[src/rtl/nx_fifo_arb_pkg.sv]
// Shared types and helpers for the nx_fifo write-port arbiter.
package nx_fifo_arb_pkg;

  typedef enum logic [2:0] {
    ST_IDLE   = 3'd0,
    ST_LOCKED = 3'd1,
    ST_DRAIN  = 3'd2,
    ST_CLEAR  = 3'd3,
    ST_ACK    = 3'd4
  } arb_state_e;

  localparam int NUM_REQ_MIN = 2;
  localparam int NUM_REQ_MAX = 8;

  // Round-robin successor with wrap at n.
  function automatic int unsigned rr_next(input int unsigned idx, input int unsigned n);
    int unsigned nxt;
    if (idx + 32'd1 >= n) begin
      nxt = 32'd0;
    end else begin
      nxt = idx + 32'd1;
    end
    return nxt;
  endfunction

endpackage

[src/rtl/nx_rr_pick.sv]
// Combinational round-robin search: first valid requester at or after ptr, wrapping upward.
module nx_rr_pick #(
  parameter int NUM_REQ = 4,
  parameter int PTR_W   = 2
) (
  input  logic [NUM_REQ-1:0] valid,
  input  logic [PTR_W-1:0]   ptr,
  output logic [NUM_REQ-1:0] grant,
  output logic               found
);

  int               cand_s;
  logic [PTR_W-1:0] idx_s;

  // Walk the ring starting at ptr and keep only the first hit.
  always_comb begin
    grant  = '0;
    found  = 1'b0;
    cand_s = 0;
    idx_s  = '0;
    for (int k = 0; k < NUM_REQ; k++) begin
      cand_s = int'(ptr) + k;
      if (cand_s >= NUM_REQ) begin
        cand_s = cand_s - NUM_REQ;
      end else begin
        cand_s = cand_s;
      end
      idx_s = PTR_W'(cand_s);
      if (!found && valid[idx_s]) begin
        grant[idx_s] = 1'b1;
        found        = 1'b1;
      end else begin
        found = found;
      end
    end
  end

endmodule

[src/rtl/nx_fifo_wr_arb.sv]
// Packet-locked round-robin arbiter for a single nx_fifo write port, with flush
// sequencing (drain in-flight packet, pulse clear, acknowledge).
module nx_fifo_wr_arb
  import nx_fifo_arb_pkg::*;
#(
  parameter int NUM_REQ = 4,
  parameter int DATA_W  = 70,
  parameter int DEPTH   = 2
) (
  input  logic                      clk,
  input  logic                      rst,
  input  logic [NUM_REQ-1:0]        req_valid,
  input  logic [NUM_REQ-1:0]        req_eop,
  input  logic [NUM_REQ*DATA_W-1:0] req_data,
  output logic [NUM_REQ-1:0]        req_ready,
  input  logic                      fifo_full,
  input  logic                      fifo_overflow,
  input  logic                      fifo_underflow,
  output logic                      fifo_wen,
  output logic [DATA_W:0]           fifo_wdata,
  output logic                      fifo_clear,
  input  logic                      flush_req,
  output logic                      flush_ack,
  output logic                      err_sticky
);

  localparam int CNT_W = $clog2(DEPTH + 1);
  localparam int PTR_W = $clog2(NUM_REQ);

  if (NUM_REQ < NUM_REQ_MIN || NUM_REQ > NUM_REQ_MAX) begin : g_bad_num_req
    $error("nx_fifo_wr_arb: NUM_REQ out of range");
  end
  if (DEPTH < 1 || CNT_W < 1) begin : g_bad_depth
    $error("nx_fifo_wr_arb: DEPTH must be at least 1");
  end

  arb_state_e         state_q, state_d;
  logic [PTR_W-1:0]   rr_ptr_q, rr_ptr_d;
  logic [PTR_W-1:0]   owner_q, owner_d;
  logic               clear_q, clear_d;
  logic               ack_q, ack_d;
  logic               err_q, err_d;
  logic [NUM_REQ-1:0] pick_grant_s;
  logic               pick_found_s;
  logic [PTR_W-1:0]   pick_idx_s;
  logic [PTR_W-1:0]   gnt_idx_s;
  logic [NUM_REQ-1:0] ready_s;
  logic               accept_s;

  nx_rr_pick #(
    .NUM_REQ (NUM_REQ),
    .PTR_W   (PTR_W)
  ) u_pick (
    .valid (req_valid),
    .ptr   (rr_ptr_q),
    .grant (pick_grant_s),
    .found (pick_found_s)
  );

  // Encode the one-hot winner into an index.
  always_comb begin
    pick_idx_s = '0;
    for (int i = 0; i < NUM_REQ; i++) begin
      pick_idx_s = pick_idx_s | (pick_grant_s[i] ? PTR_W'(i) : {PTR_W{1'b0}});
    end
  end

  // Next-state, grant and pointer update.
  always_comb begin
    state_d   = state_q;
    rr_ptr_d  = rr_ptr_q;
    owner_d   = owner_q;
    ready_s   = '0;
    gnt_idx_s = owner_q;
    accept_s  = 1'b0;
    case (state_q)
      ST_IDLE: begin
        gnt_idx_s = pick_idx_s;
        if (flush_req) begin
          state_d = ST_CLEAR;
        end else if (pick_found_s) begin
          ready_s  = pick_grant_s & {NUM_REQ{~fifo_full}};
          accept_s = ~fifo_full;
          if (accept_s && req_eop[pick_idx_s]) begin
            rr_ptr_d = PTR_W'(rr_next(32'(pick_idx_s), NUM_REQ));
          end else if (accept_s) begin
            owner_d = pick_idx_s;
            state_d = ST_LOCKED;
          end else begin
            state_d = ST_IDLE;
          end
        end else begin
          state_d = ST_IDLE;
        end
      end
      // LOCKED and DRAIN share the owner-only grant; they differ only in where eop leads.
      ST_LOCKED, ST_DRAIN: begin
        ready_s[owner_q] = ~fifo_full;
        accept_s         = req_valid[owner_q] & ~fifo_full;
        if (accept_s && req_eop[owner_q]) begin
          rr_ptr_d = PTR_W'(rr_next(32'(owner_q), NUM_REQ));
          state_d  = (state_q == ST_DRAIN) ? ST_CLEAR : ST_IDLE;
        end else if (flush_req) begin
          state_d = ST_DRAIN;
        end else begin
          state_d = ST_LOCKED;
        end
      end
      ST_CLEAR: begin
        state_d = ST_ACK;
      end
      ST_ACK: begin
        if (!flush_req) begin
          state_d = ST_IDLE;
        end else begin
          state_d = ST_ACK;
        end
      end
      default: begin
        state_d = ST_IDLE;
      end
    endcase
    clear_d = (state_d == ST_CLEAR);
    ack_d   = (state_d == ST_ACK);
    err_d   = err_q | fifo_overflow | fifo_underflow;
  end

  // Write-side outputs; ready is forced low while reset is held so nothing transfers.
  always_comb begin
    if (rst) begin
      req_ready = '0;
    end else begin
      req_ready = ready_s;
    end
    fifo_wen = |(req_valid & req_ready);
    if (fifo_wen) begin
      fifo_wdata = {req_eop[gnt_idx_s], req_data[int'(gnt_idx_s) * DATA_W +: DATA_W]};
    end else begin
      fifo_wdata = '0;
    end
  end

  // State registers.
  always_ff @(posedge clk or posedge rst) begin
    if (rst) begin
      state_q  <= ST_IDLE;
      rr_ptr_q <= '0;
      owner_q  <= '0;
      clear_q  <= 1'b0;
      ack_q    <= 1'b0;
      err_q    <= 1'b0;
    end else begin
      state_q  <= state_d;
      rr_ptr_q <= rr_ptr_d;
      owner_q  <= owner_d;
      clear_q  <= clear_d;
      ack_q    <= ack_d;
      err_q    <= err_d;
    end
  end

  assign fifo_clear = clear_q;
  assign flush_ack  = ack_q;
  assign err_sticky = err_q;

endmodule

[config.mk]
export PLATFORM = sky130hd
export DESIGN_NAME = nx_fifo_wr_arb
export DESIGN_NICKNAME = d
export VERILOG_FILES = /design/src/rtl/nx_fifo_arb_pkg.sv /design/src/rtl/nx_rr_pick.sv /design/src/rtl/nx_fifo_wr_arb.sv
export SDC_FILE = /design/constraint.sdc
export NUM_CORES = 1
export LEC_CHECK = 0
export ABC_AREA = 1
export ABC_CLOCK_PERIOD_IN_PS = 6600
export CORE_AREA = 3 3 143 145
export DETAILED_ROUTE_END_ITERATION = 8
export DIE_AREA = 0 0 146 148
export PLACE_DENSITY = 0.64
export SLEW_MARGIN = 20
export SYNTH_ARGS = -nofsm -noshare
export SYNTH_HDL_FRONTEND = slang
export SYNTH_SLANG_ARGS = --single-unit
[constraint.sdc]
create_clock -name clk -period 6.6 [get_ports clk]
set_clock_uncertainty 0.15 [all_clocks]
set_input_delay 1.32 -clock clk [delete_from_list [all_inputs] [get_ports clk]]
set_output_delay 1.32 -clock clk [all_outputs]
set_load 0.01 [all_outputs]
## Word level (Yosys, flattened, before mapping)

Index checks and enable logic that the tools add are counted.

| word-level totals | value |
|---|---|
| flip-flop bits (word level) | 10 |
| input port bits | 294 |
| logic and storage cells | 141 |

| cells by class | value |
|---|---|
| add/sub/neg operators | 9 |
| multipliers | 1 |
| order comparisons | 18 |
| eq/ne operators | 10 |
| shift operators | 1 |
| multiplexer cells | 63 |
| bitwise gates (word level) | 14 |
| reduce and logical (&&, ||, !) cells | 19 |

Operator list:

| cell | count |
|---|---|
| 280-bit by 10-bit variable part select with 70-bit output | 1 |
| 71-bit two-way mux | 1 |
| 2-bit two-way mux | 16 |
| 4-bit two-way mux | 7 |
| 2-bit by 3-bit less-than comparator with 1-bit output (second input constant) | 7 |
| 1-bit two-way mux | 19 |
| 1-bit binary-select mux with 2-bit select | 8 |
| 3-bit greater-or-equal comparator (second input constant) | 5 |
| 4-bit bitwise AND | 3 |
| 3-bit two-way mux | 4 |
| 4-bit bitwise OR | 3 |
| 3-bit one-hot mux with 4 select lines | 1 |
| 1-bit demux with 2-bit select | 5 |
| 2-bit by 1-bit greater-or-equal comparator with 1-bit output (second input constant) | 5 |
| 1-bit logical AND | 10 |
| 5-bit AND reduction | 2 |
| 2-bit by 1-bit adder with 3-bit output (second input constant) | 3 |
| 3-bit by 2-bit == test with 1-bit output (second input constant) | 3 |
| 2-bit by 6-bit multiplier with 8-bit output (second input constant) | 1 |
| 2-bit inequality test (second input constant) | 4 |
| 4-bit one-hot mux with 2 select lines | 1 |
| 2-bit by 1-bit subtractor with 2-bit output (second input constant) | 4 |
| 2-bit by 2-bit adder with 3-bit output (second input constant) | 2 |
| 3-bit == test (second input constant) | 2 |
| 13 further kinds | 18 |

## Depth between registers and ports, before layout

Gate-level depths: netlist of run 1.

| depth | value |
|---|---|
| word-level depth | 25 |
| mapped depth | 20 |

## By module

A second synthesis of run 1 with hierarchy kept.

| unflattened totals | value |
|---|---|
| cell total of the unflattened synthesis | 1187 |
| area, all modules | 5277.6 um2 |

Modules (own cells, without submodules):

| module | times used | cells each | area an instance (um2) |
|---|---|---|---|
| nx_fifo_wr_arb | 1 | 1111 | 4853.4 |
| nx_rr_pick | 1 | 76 | 424.2 |

## Worst setup path before layout of run 1

No wires, ideal clock.

| timing | value |
|---|---|
| path type | in2out |
| start point | input port req_valid[1] |
| end point | output port fifo_wdata[62] |
| data arrival time | 2.943 ns |
| required time | 5.130 ns |
| setup slack | 2.187 ns |
| cell stages on the path | 15 |
| buffers on the path | 1 |
| cell sequence | nand2_1 -> nand3_1 -> nand2_4 -> nand2_2 -> nor2_2 -> nand2_1 -> nand3_2 -> nor2_4 -> nand2_1 -> a21oi_1 -> nand2_1 -> nand2_1 -> nor2_2 -> buf_2 -> a21oi_1 |

| between the ends | value |
|---|---|
| word-level cells in the longest chain between the ends | 20 |

Ends and longest elaborated chain:

| item | line | text |
|---|---|---|
| from (decl) | nx_fifo_wr_arb.sv:12 | `input logic [NUM_REQ-1:0] req_valid,` |
| 1-bit binary-select mux with 2-bit select | nx_rr_pick.sv:29 | `if (!found && valid[idx_s]) begin` |
| 1-bit two-way mux (implied by the code) | nx_rr_pick.sv:29 |  |
| 1-bit two-way mux | nx_rr_pick.sv:29 |  |
| 1-bit logical NOT | nx_rr_pick.sv:29 |  |
| 1-bit logical AND | nx_rr_pick.sv:29 |  |
| 1-bit two-way mux | nx_rr_pick.sv:29 |  |
| 1-bit logical NOT | nx_rr_pick.sv:29 |  |
| 1-bit logical AND | nx_rr_pick.sv:29 |  |
| [... 5 more ...] | -- |  |
| 4-bit two-way mux (*) | nx_fifo_wr_arb.sv:81 | `end else if (pick_found_s) begin` |
| 4-bit two-way mux (*) | nx_fifo_wr_arb.sv:79 | `if (flush_req) begin` |
| 4-bit one-hot mux with 2 select lines (*) | nx_fifo_wr_arb.sv:76 | `case (state_q)` |
| 4-bit two-way mux (*) | nx_fifo_wr_arb.sv:130 | `if (rst) begin` |
| named net req_ready[1] | nx_fifo_wr_arb.sv:15 | `output logic [NUM_REQ-1:0] req_ready,` |
| 4-bit bitwise AND (*) | nx_fifo_wr_arb.sv:135 | `fifo_wen = \|(req_valid & req_ready);` |
| 4-bit OR reduction (*) | nx_fifo_wr_arb.sv:135 |  |
| 71-bit two-way mux (*) | nx_fifo_wr_arb.sv:136 | `if (fifo_wen) begin` |
| to (decl) | nx_fifo_wr_arb.sv:20 | `output logic [DATA_W:0] fifo_wdata,` |

Mark *: on every way through the listed nets, which the timed path passes. The rest lies on a longest branch. The select of a mux whose other input is x is not followed.

## Final worst setup path of run 1

| timing | value |
|---|---|
| start point | input port req_valid[1] |
| end point | output port fifo_wdata[30] |

| between the ends | value |
|---|---|
| word-level cells in the longest chain between the ends | 20 |

Ends and longest elaborated chain:

| item | line |
|---|---|
| parallel branches: the longest is 19 deep, another holds 4-bit two-way mux | -- |
| 71-bit two-way mux (*) | nx_fifo_wr_arb.sv:136 |

Every way passes the cells marked *. The select of a mux whose other input is x is not followed.

==> flow_summary.json, run 1 <==
{
  "die_h_um": 148,
  "synthCells": 836,
  "r2r_cells": 18,
  "cts_root_buf": "clkbuf_16",
  "synth_seq_area_share_pct": 5.79,
  "clk_pin_slew_ns": 0.04,
  "worstSetupStartpointType": "input port",
  "period_minus_slack_ns": 6.12,
  "dr_total_vias": 6557,
  "cp.arrival_ns": 4.65,
  "fin_ws_ns": 0.479,
  "path_buf_inv": 3,
  "cpLargestDelayFamily": "simple AND/OR/NAND/NOR gates",
  "cap_violations": 0,
  "hp-class": "flip-flop to flip-flop",
  "path_cells": "clkdlybuf4s50_1 -> nand2_1 -> nand3_1 -> nand2_4 -> nand2_2 -> nor2_2 -> nand2_1 -> nand3_2 -> nor2_4 -> o21ai_1 -> nand2_1 -> nand3_1 -> nand2_1 -> nor2_4 -> buf_12 -> a21oi_1 -> clkdlybuf4s50_1",
  "ys_seq_elements": 10,
  "critPathKind": "input port to output port",
  "synthArstFlopShare_pct": 100,
  "slew-limit-headroom_pct": 38.6,
  "cts_resized": 0,
  "drc": 0,
  "synth_area_um2": 4330,
  "coreArea_um2": 19300,
  "p_leak_nw": 3.71,
  "viasPerCell": 4.57,
  "placed_area_um2": 8210,
  "grt_use_total_pct": 20.0,
  "grt_pass1_vias": 6320,
  "firstDrtPassIters": 4,
  "post-cts-setup-buffers": 0,
  "cp_slowest_cell": "nor2_4",
  "regArea_um2": 250,
  "run_status": "finished clean",
  "power_density_nw_per_um2": 382,
  "port_buffers": 372,
  "drtAntennaViolNets": 0,
  "design_area_um2": 8290,
  "cp_slowest_stage_delay_ns": 0.65,
  "n_fill_cell": 2070,
  "area_growth_pct": 91.6,
  "grt_antenna_before_repair": 7,
  "cts.path.max_buffers": 2,
  "grt_setup_unrepaired": "false",
  "synthesis.nets": 1142,
  "clock-sinks": 10,
  "worst-path-max-fanout": 37,
  "hold_buffers": 0,
  "start_util_pct": 22.4,
  "rows": 51,
  "setup_violations": 0,
  "fp.dieW_um": 146,
  "dp_hpwl_um": 18400,
  "grt_max_degree": 71,
  "die_area_um2": 21600,
  "yosys_warnings": 0,
  "cts_tree": "built",
  "dp_slack_ns": 0.483,
  "synthFlopType": "dfrtp_1",
  "tns_ns": 0,
  "ios": 373,
  "synth_common_cells": "nand2_1 (359), nand3_1 (99), inv_1 (94)",
  "hold_depth": 1,
  "r2r_slack_ns": 3.78,
  "grt_first_pass_wirelength_um": 34900,
  "required_ns": 5.13,
  "drive_gt1_share_pct": 4.80,
  "synth_top_area_share_pct": 31.2,
  "routed_wl_um": 23100,
  "numCtsBuffers": 3,
  "clock_latency_ns": 0.24,
  "crit_cells": 17,
  "first_iter_violations": 280,
  "yosysTopAreaCell": "nand2_1",
  "multi_input_area_um2": 3330,
  "ys_top_cells_by_area": "nand2_1 (31%), nand3_1 (11%), o211ai_1 (11%), a21oi_1 (8.9%), inv_1 (8.2%)",
  "nets": 1474,
  "vdd_drop_max_mv": 0.272,
  "end_kind": "output port",
  "gp_congestion": 0.919,
  "synth_edf_count": 0,
  "synth.distinct_cells": 34,
  "period_share_pct": 92.7,
  "avgSynthCellArea_um2": 5.17,
  "wl_per_cell_um": 16.1,
  "fmax_ghz": 0.163,
  "hold_viol": 0,
  "synth_most_common_cell": "nand2_1",
  "cts_max_level": 1,
  "crit_top_cell": "nand2_1",
  "grt_overflow": 0,
  "worstMarginPinSlew_ns": 0.918,
  "maxSlewViolCount": 0
}
final timing paths:
check	from	end
worst min register to register	err_sticky$_DFF_PP0_	err_sticky$_DFF_PP0_
max in group asynchronous	rst	fifo_clear$_DFF_PP0_
worst min-delay path	err_sticky$_DFF_PP0_	err_sticky$_DFF_PP0_
worst max register to register	rr_ptr_q[0]$_DFFE_PP0P_	owner_q[0]$_DFFE_PP0P_
worst max-delay path	req_valid[1]	fifo_wdata[30]
min in group asynchronous	rst	rr_ptr_q[0]$_DFFE_PP0P_
kinds of logic after synthesis:
family / count (synthesis) / share of synthesized area, %
flops: 10 / 5.79
fa+ha+maj: 12 / 3.47
buf+inv: 161 / 17.6
simple gates: 494 / 48.8
compound gates: 159 / 24.4
routing by layer:
| metal | wire [um] | track usage (%) |
|---|---|---|
| met1 | 9670 | 25.2 |
| met2 | 10900 | 33.6 |
| met3 | 1840 | 4.78 |
| met4 | 648 | 6.35 |
| met5 | 57 | 0 |
power by group:
group	total (mW)	internal [mW]	switching, mW
Combinational	2.94	1.08	1.86
Sequential	0.126	0.0867	0.0397
Clock	0.106	0.0785	0.0271
Total	3.17	1.24	1.93
metrics by stage:
| step | total power [mW] | std cells | hold WS (ns) | util (%) |
|---|---|---|---|---|
| final | 3.17 | 1434 | 0.340 | 42.9 |
| after global routing | 3.53 | 1433 | 0.355 | 42.9 |
| after CTS | 3.21 | 1431 | 0.334 | 42.8 |
| after detailed placement | 3.09 | 1428 | 0.319 | 42.4 |
| after global placement | 3.11 | 1428 | 0.310 | 42.4 |
| after floorplan | 2.24 | 836 | 0.359 | - |
layout by cell type, fill, tap and decap left out, drive strengths merged:
master / instances
nand2: 370
nand4: 1
o211ai: 73
o22ai: 1
inv: 99
clkinv: 2
clkdlybuf4s50: 372
clkbuf: 3
ha: 12
o311ai: 2
nand3: 101
o31ai: 1
buf: 15
a21oi: 77
dfrtp: 10
o21ai: 4
diode: 3
nor3: 2
a22oi: 1
nor2: 19
or3: 1
sequential cells by signal, summed over array words and instances, names as in the netlist:
| register | count |
|---|---|
| fifo_clear | 1 |
| flush_ack | 1 |
| rr_ptr_q | 2 |
| state_q | 3 |
| owner_q | 2 |
| err_sticky | 1 |
layout make-up:
cell class                 count  share of cell area [%]
multi-input combinational    665                    40.2
tap                          265                    4.00
timing repair buffer         387                    47.2
sequential                    10                    3.02
inverter                     101                    4.60
antenna                        3                  0.0906
clock buffer                   3                   0.906
(Power assumes the default switching activity.)
==> run 2: changes to the inputs <==
--- a/config.mk
+++ b/config.mk
@@ -8,6 +8,7 @@
 export ABC_AREA = 1
 export ABC_CLOCK_PERIOD_IN_PS = 6600
 export CORE_AREA = 3 3 143 145
+export CTS_BUF_LIST = sky130_fd_sc_hd__clkbuf_4
 export DETAILED_ROUTE_END_ITERATION = 8
 export DIE_AREA = 0 0 146 148
 export PLACE_DENSITY = 0.64
==> run 2 against run 1 <==
First-iteration DRC count down 5.0%. Critical path type unchanged. Critical endpoint unchanged. Die area unchanged. Register-to-register slack about the same. Setup slack better by 0.0065 ns. Sequential share of layout area about the same. Utilization down 0.27 points. Combinational power about the same. Via count up 0.34%. Fmax up 0.11%.
==> flow_summary.json, run 2 (synthesis results as in run 1) <==
{
  "first_iter_violations": 266,
  "regMostFlops": "state_q",
  "grt_pass1_vias": 6306,
  "ios": 373,
  "vdd_drop_max_mv": 0.270,
  "worstMarginPinSlew_ns": 0.904,
  "routed_wl_um": 23100,
  "maxSlewViolCount": 0,
  "grt_setup_unrepaired": "false",
  "port_buffers": 372,
  "drive_gt1_share_pct": 4.80,
  "clock_latency_ns": 0.27,
  "coreArea_um2": 19300,
  "start_util_pct": 22.4,
  "hold_buffers": 0,
  "n_fill_cell": 2075,
  "gp_congestion": 0.919,
  "nets": 1474,
  "dr_total_vias": 6579,
  "worstSetupStartpointType": "input port",
  "tns_ns": 0,
  "drtAntennaViolNets": 0,
  "hold_viol": 0,
  "layout_common_cells": "clkdlybuf4s50_1 (372), nand2_1 (358), nand3_1 (99)",
  "dp_slack_ns": 0.483,
  "r2r_cells": 18,
  "grt_max_degree": 71,
  "firstDrtPassIters": 4,
  "fin_ws_ns": 0.485,
  "hold_depth": 1,
  "end_kind": "output port",
  "cts_resized": 0,
  "required_ns": 5.13,
  "die_area_um2": 21600,
  "grt_overflow": 0,
  "post-cts-setup-buffers": 0,
  "fmax_ghz": 0.164,
  "cp.arrival_ns": 4.64,
  "clock-sinks": 10,
  "regArea_um2": 250,
  "run_status": "finished clean",
  "numCtsBuffers": 3,
  "multi_input_area_um2": 3330,
  "p_leak_nw": 3.69,
  "wl_per_cell_um": 16.1,
  "die_h_um": 148,
  "power_density_nw_per_um2": 377,
  "clk_pin_slew_ns": 0.06,
  "reg_top3": "state_q x3, owner_q x2, rr_ptr_q x2",
  "setup_violations": 0,
  "fp.dieW_um": 146,
  "cts_max_level": 1,
  "largest_reg_flops": 3,
  "cts.path.max_buffers": 2,
  "cts_tree": "built",
  "area_growth_pct": 90.4,
  "hp-class": "flip-flop to flip-flop",
  "grt_antenna_before_repair": 7,
  "power.total_mw": 3.11,
  "worst-path-max-fanout": 37,
  "cap_violations": 0,
  "period_minus_slack_ns": 6.11,
  "grt_use_total_pct": 19.9,
  "rows": 51,
  "hold_slack_ns": 0.342,
  "critPathKind": "input port to output port",
  "dp_hpwl_um": 18400,
  "grt_first_pass_wirelength_um": 34800,
  "slew-limit-headroom_pct": 39.5,
  "final_common_cell": "clkdlybuf4s50_1",
  "drc": 0,
  "period_share_pct": 92.6,
  "viasPerCell": 4.59,
  "cts_root_buf": "clkbuf_4"
}
-- run 2: cell counts in the layout (fill, tap and decap cells not counted) --
No cell type changed its count.
-- run 2: report_power, final --
| group | switching, mW | leakage [nW] | internal [mW] |
|---|---|---|---|
| sequential | 0.0401 | 0.124 | 0.0863 |
| combinational | 1.86 | 3.55 | 1.08 |
| clock | 0.0208 | 0.0138 | 0.0211 |
-- run 2: metal layers --
metal  routed length [um]  part of all wire, %  global-route usage, %
met4                  663                  2.9                   6.35
met1                 9730                   42                   25.2
met2                10900                   47                   33.6
met3                 1800                  7.8                   4.69
met5                   56                 0.24                      0
-- run 2: final timing paths --
| kind | start | end | slack [ns] |
|---|---|---|---|
| setup / recovery | req_valid[1] | fifo_wdata[30] | 0.49 |
| hold / removal | err_sticky$_DFF_PP0_ | err_sticky$_DFF_PP0_ | 0.34 |
| setup reg to reg | rr_ptr_q[0]$_DFFE_PP0P_ | owner_q[0]$_DFFE_PP0P_ | 3.78 |
| max in group asynchronous | rst | fifo_clear$_DFF_PP0_ | 4.62 |
| min in group asynchronous | rst | rr_ptr_q[0]$_DFFE_PP0P_ | 1.36 |
| hold reg to reg | err_sticky$_DFF_PP0_ | err_sticky$_DFF_PP0_ | 0.34 |
-- run 2: area by class of cell --
class,count,area share [%]
tap,265,4.03
clock buffer,3,0.273
sequential,10,3.04
timing repair buffer,387,47.5
antenna,3,0.0911
multi-input combinational,665,40.5
inverter,101,4.63
-- run 2: worst max-delay path: stages --
cell and delay [ns]:
clkdlybuf4s50_1 0.51, nand2_1 0.15, nand3_1 0.13, nand2_4 0.14, nand2_2 0.09, nor2_2 0.15, nand2_1 0.09, nand3_2 0.08
nor2_4 0.06, o21ai_1 0.14, nand2_1 0.08, nand3_1 0.07, nand2_1 0.09, nor2_4 0.64, buf_12 0.28, a21oi_1 0.08
clkdlybuf4s50_1 0.51
-- run 2: metrics by stage --
step,utilization (%),cells,cell area (um^2)
after global routing,42.6,1433,8230
final,42.6,1434,8240
after CTS,42.6,1431,8230
after floorplan,-,836,4330
after detailed placement,42.4,1428,8210
after global placement,42.4,1428,8210
==> run 3: changes to the inputs <==
--- a/config.mk
+++ b/config.mk
@@ -7,6 +7,7 @@
 export LEC_CHECK = 0
 export ABC_AREA = 1
 export ABC_CLOCK_PERIOD_IN_PS = 6600
+export CAP_MARGIN = 10
 export CORE_AREA = 3 3 143 145
 export CTS_BUF_LIST = sky130_fd_sc_hd__clkbuf_4
 export DETAILED_ROUTE_END_ITERATION = 8
==> constraint.sdc (replaced) <==
create_clock -name clk -period 6.6 [get_ports clk]
set_clock_uncertainty 0.15 [all_clocks]
set_input_delay 1.98 -clock clk [delete_from_list [all_inputs] [get_ports clk]]
set_output_delay 1.98 -clock clk [all_outputs]
set_load 0.01 [all_outputs]
==> run 3 against run 2 <==
Critical path depth increased by 2. Clock-buffer cell count stayed put. Global-route usage increased by 0.80 points. Clock power grew 8.1%. Sequential share of layout area fell by 0.16 points. Non-clock buffer count is 44 higher. Power grew 18%. Sequential power barely moved. Design area is 5.6% higher. Combinational power is 19% higher. Cell count rose by 3.1%. Highest routed layer unchanged.
==> flow_summary.json, run 3 (synthesis results as in run 1) <==
{
  "worstMarginPinSlew_ns": 0.900,
  "final_common_cell": "nand2_1",
  "period_minus_slack_ns": 6.45,
  "die_area_um2": 21600,
  "clk_pin_slew_ns": 0.07,
  "cts_root_buf": "clkbuf_4",
  "critPathKind": "input port to output port",
  "grt_antenna_before_repair": 3,
  "area_growth_pct": 101,
  "coreArea_um2": 19300,
  "nets": 1519,
  "route.met3.wl_um": 1990,
  "port_buffers": 372,
  "dp_hpwl_um": 18700,
  "period_share_pct": 97.8,
  "end_kind": "output port",
  "p_leak_nw": 4.21,
  "numCtsBuffers": 3,
  "slew-limit-headroom_pct": 39.8,
  "dr_total_vias": 6773,
  "cts.path.max_buffers": 2,
  "ios": 373,
  "drc": 0,
  "firstDrtPassIters": 6,
  "drive_gt1_share_pct": 12.0,
  "first_iter_violations": 355,
  "vdd_drop_max_mv": 0.185,
  "topRoutingLayerUsed": "met5",
  "hold_depth": 1,
  "worstSetupStartpointType": "input port",
  "clock-sinks": 10,
  "hp-class": "flip-flop to flip-flop",
  "r2r_end": "rr_ptr_q[0]$_DFFE_PP0P_",
  "drtAntennaViolNets": 0,
  "largest_reg_flops": 3,
  "met1_length_um": 9930,
  "clock_latency_ns": 0.27,
  "grt_first_pass_wirelength_um": 36200,
  "reg_top3": "state_q x3, owner_q x2, rr_ptr_q x2",
  "grt_use_total_pct": 20.7,
  "hold_slack_ns": 0.340,
  "power.internal_mw": 1.62,
  "r2r_cells": 20,
  "grt_pass1_vias": 6435,
  "switchingPower_mw": 2.05,
  "run_status": "finished clean",
  "maxSlewViolCount": 0,
  "hold_buffers": 0,
  "combPwrFrac_pct": 95.4,
  "grt_setup_unrepaired": "true",
  "grt_max_degree": 41,
  "cap_violations": 0,
  "wl_per_cell_um": 16.3,
  "start_util_pct": 22.4,
  "power.total_mw": 3.67,
  "fp.dieW_um": 146,
  "worst-path-max-fanout": 17,
  "p_clk_share_pct": 1.2,
  "die_h_um": 148,
  "gp_congestion": 0.914,
  "sw_frac_of_total_pct": 55.8,
  "viasPerCell": 4.58,
  "fmax_ghz": 0.155,
  "whs_endpoint": "err_sticky$_DFF_PP0_",
  "regMostFlops": "state_q",
  "grt_overflow": 0,
  "required_ns": 4.47,
  "cp.arrival_ns": 4.32,
  "hold_viol": 0,
  "rows": 51,
  "cts_max_level": 1,
  "wl_met2_um": 11700,
  "cts_tree": "built",
  "min_from": "err_sticky$_DFF_PP0_",
  "r2r_start": "rr_ptr_q[0]$_DFFE_PP0P_",
  "r2r_slack_ns": 3.65,
  "routed_wl_um": 24100,
  "layout_common_cells": "nand2_1 (355), clkdlybuf4s50_1 (297), nand3_1 (98)",
  "pwr-share-seq_pct": 3.4,
  "setup_violations": 0,
  "power_density_nw_per_um2": 422
}
[run 3: changes by cell type in the layout (fill, tap and decap cells not counted), sizes merged]
cell | before | now
clkbuf | 3 | 36
diode | 3 | 1
nand2 | 370 | 371
buf | 15 | 58
bufbuf | 0 | 2
clkdlybuf4s50 | 372 | 297
clkinv | 2 | 3
dlygate4sd2 | 0 | 30
clkdlybuf4s15 | 0 | 11
[run 3: worst max-delay path by stage]
| stage | startpoint | end | slack (ns) | cells after the start |
|---|---|---|---|---|
| floorplan | req_valid[1] | fifo_wdata[62] | 0.87 | 15 |
| global placement | req_valid[1] | fifo_wdata[34] | -0.43 | 17 |
| detailed placement | req_valid[1] | fifo_wdata[34] | -0.44 | 18 |
| CTS | req_valid[0] | fifo_wen | -0.001 | 19 |
| global route | req_valid[1] | fifo_wdata[15] | -0.06 | 20 |
| finish | req_valid[1] | fifo_wen | 0.15 | 19 |
[run 3: layer usage]
| metal | global-route usage, % | vias up |
|---|---|---|
| met5 | 0 | - |
| met2 | 36.3 | 290 |
| met1 | 26.6 | 2970 |
| met4 | 4.09 | 4 |
| met3 | 3.92 | 36 |
| li1 | - | 3473 |
[run 3: layout make-up]
class | count | area (um^2)
antenna | 1 | 2.50
fill | 2072 | 10600
inverter | 101 | 382
clock buffer | 3 | 22.5
timing repair buffer | 431 | 4310
clock inverter | 1 | 3.75
sequential | 10 | 250
multi-input combinational | 666 | 3400
tap | 265 | 332
[run 3: repair_timing]
| action | in CTS | in global routing |
|---|---|---|
| resized for setup | 98 | 82 |
| setup buffers | 8 | 3 |
| pin swaps | 3 | 6 |
| gates cloned | 6 | 0 |
| setup endpoints to repair | 72 | 72 |
[run 3: stage by stage]
stage / utilization, % / cells / instance area [um^2] / worst slack (ns) / TNS (ns)
6_report: 45.0 / 1478 / 8700 / 0.147 / 0
5_1_grt: 45.0 / 1478 / 8700 / -0.0644 / -0.122
4_1_cts: 45.4 / 1474 / 8780 / -0.00135 / -0.00135
3_5_place_dp: 44.0 / 1456 / 8520 / -0.444 / -28.43
3_3_place_gp: 44.0 / 1456 / 8520 / -0.425 / -27.15
2_1_floorplan: - / 836 / 4330 / 0.867 / 0
[run 3: critical path, cell delays in order]
cell             delay [ns]
clkdlybuf4s15_2        0.24
nand2_2                0.11
nand3_2                0.10
nand2_4                0.10
nand2_2                0.09
nor2_4                 0.12
nand2_1                0.07
nand3_2                0.08
nor2_4                 0.05
buf_4                  0.15
o21ai_2                0.07
nand2_1                0.07
nand3_1                0.06
nand2_1                0.09
nor2_4                 0.14
buf_6                  0.13
buf_16                 0.15
inv_2                  0.03
clkdlybuf4s50_1        0.47
[run 3: power by group through the flow]
| stage | sequential, mW | combinational, mW | clock (mW) |
|---|---|---|---|
| after floorplan | 0.109 | 2.13 | 0 |
| after global placement | 0.124 | 3.19 | 0 |
| after detailed placement | 0.124 | 3.19 | 0 |
| after CTS | 0.123 | 3.54 | 0.0449 |
| after global routing | 0.129 | 3.88 | 0.0502 |
| final | 0.124 | 3.50 | 0.0453 |
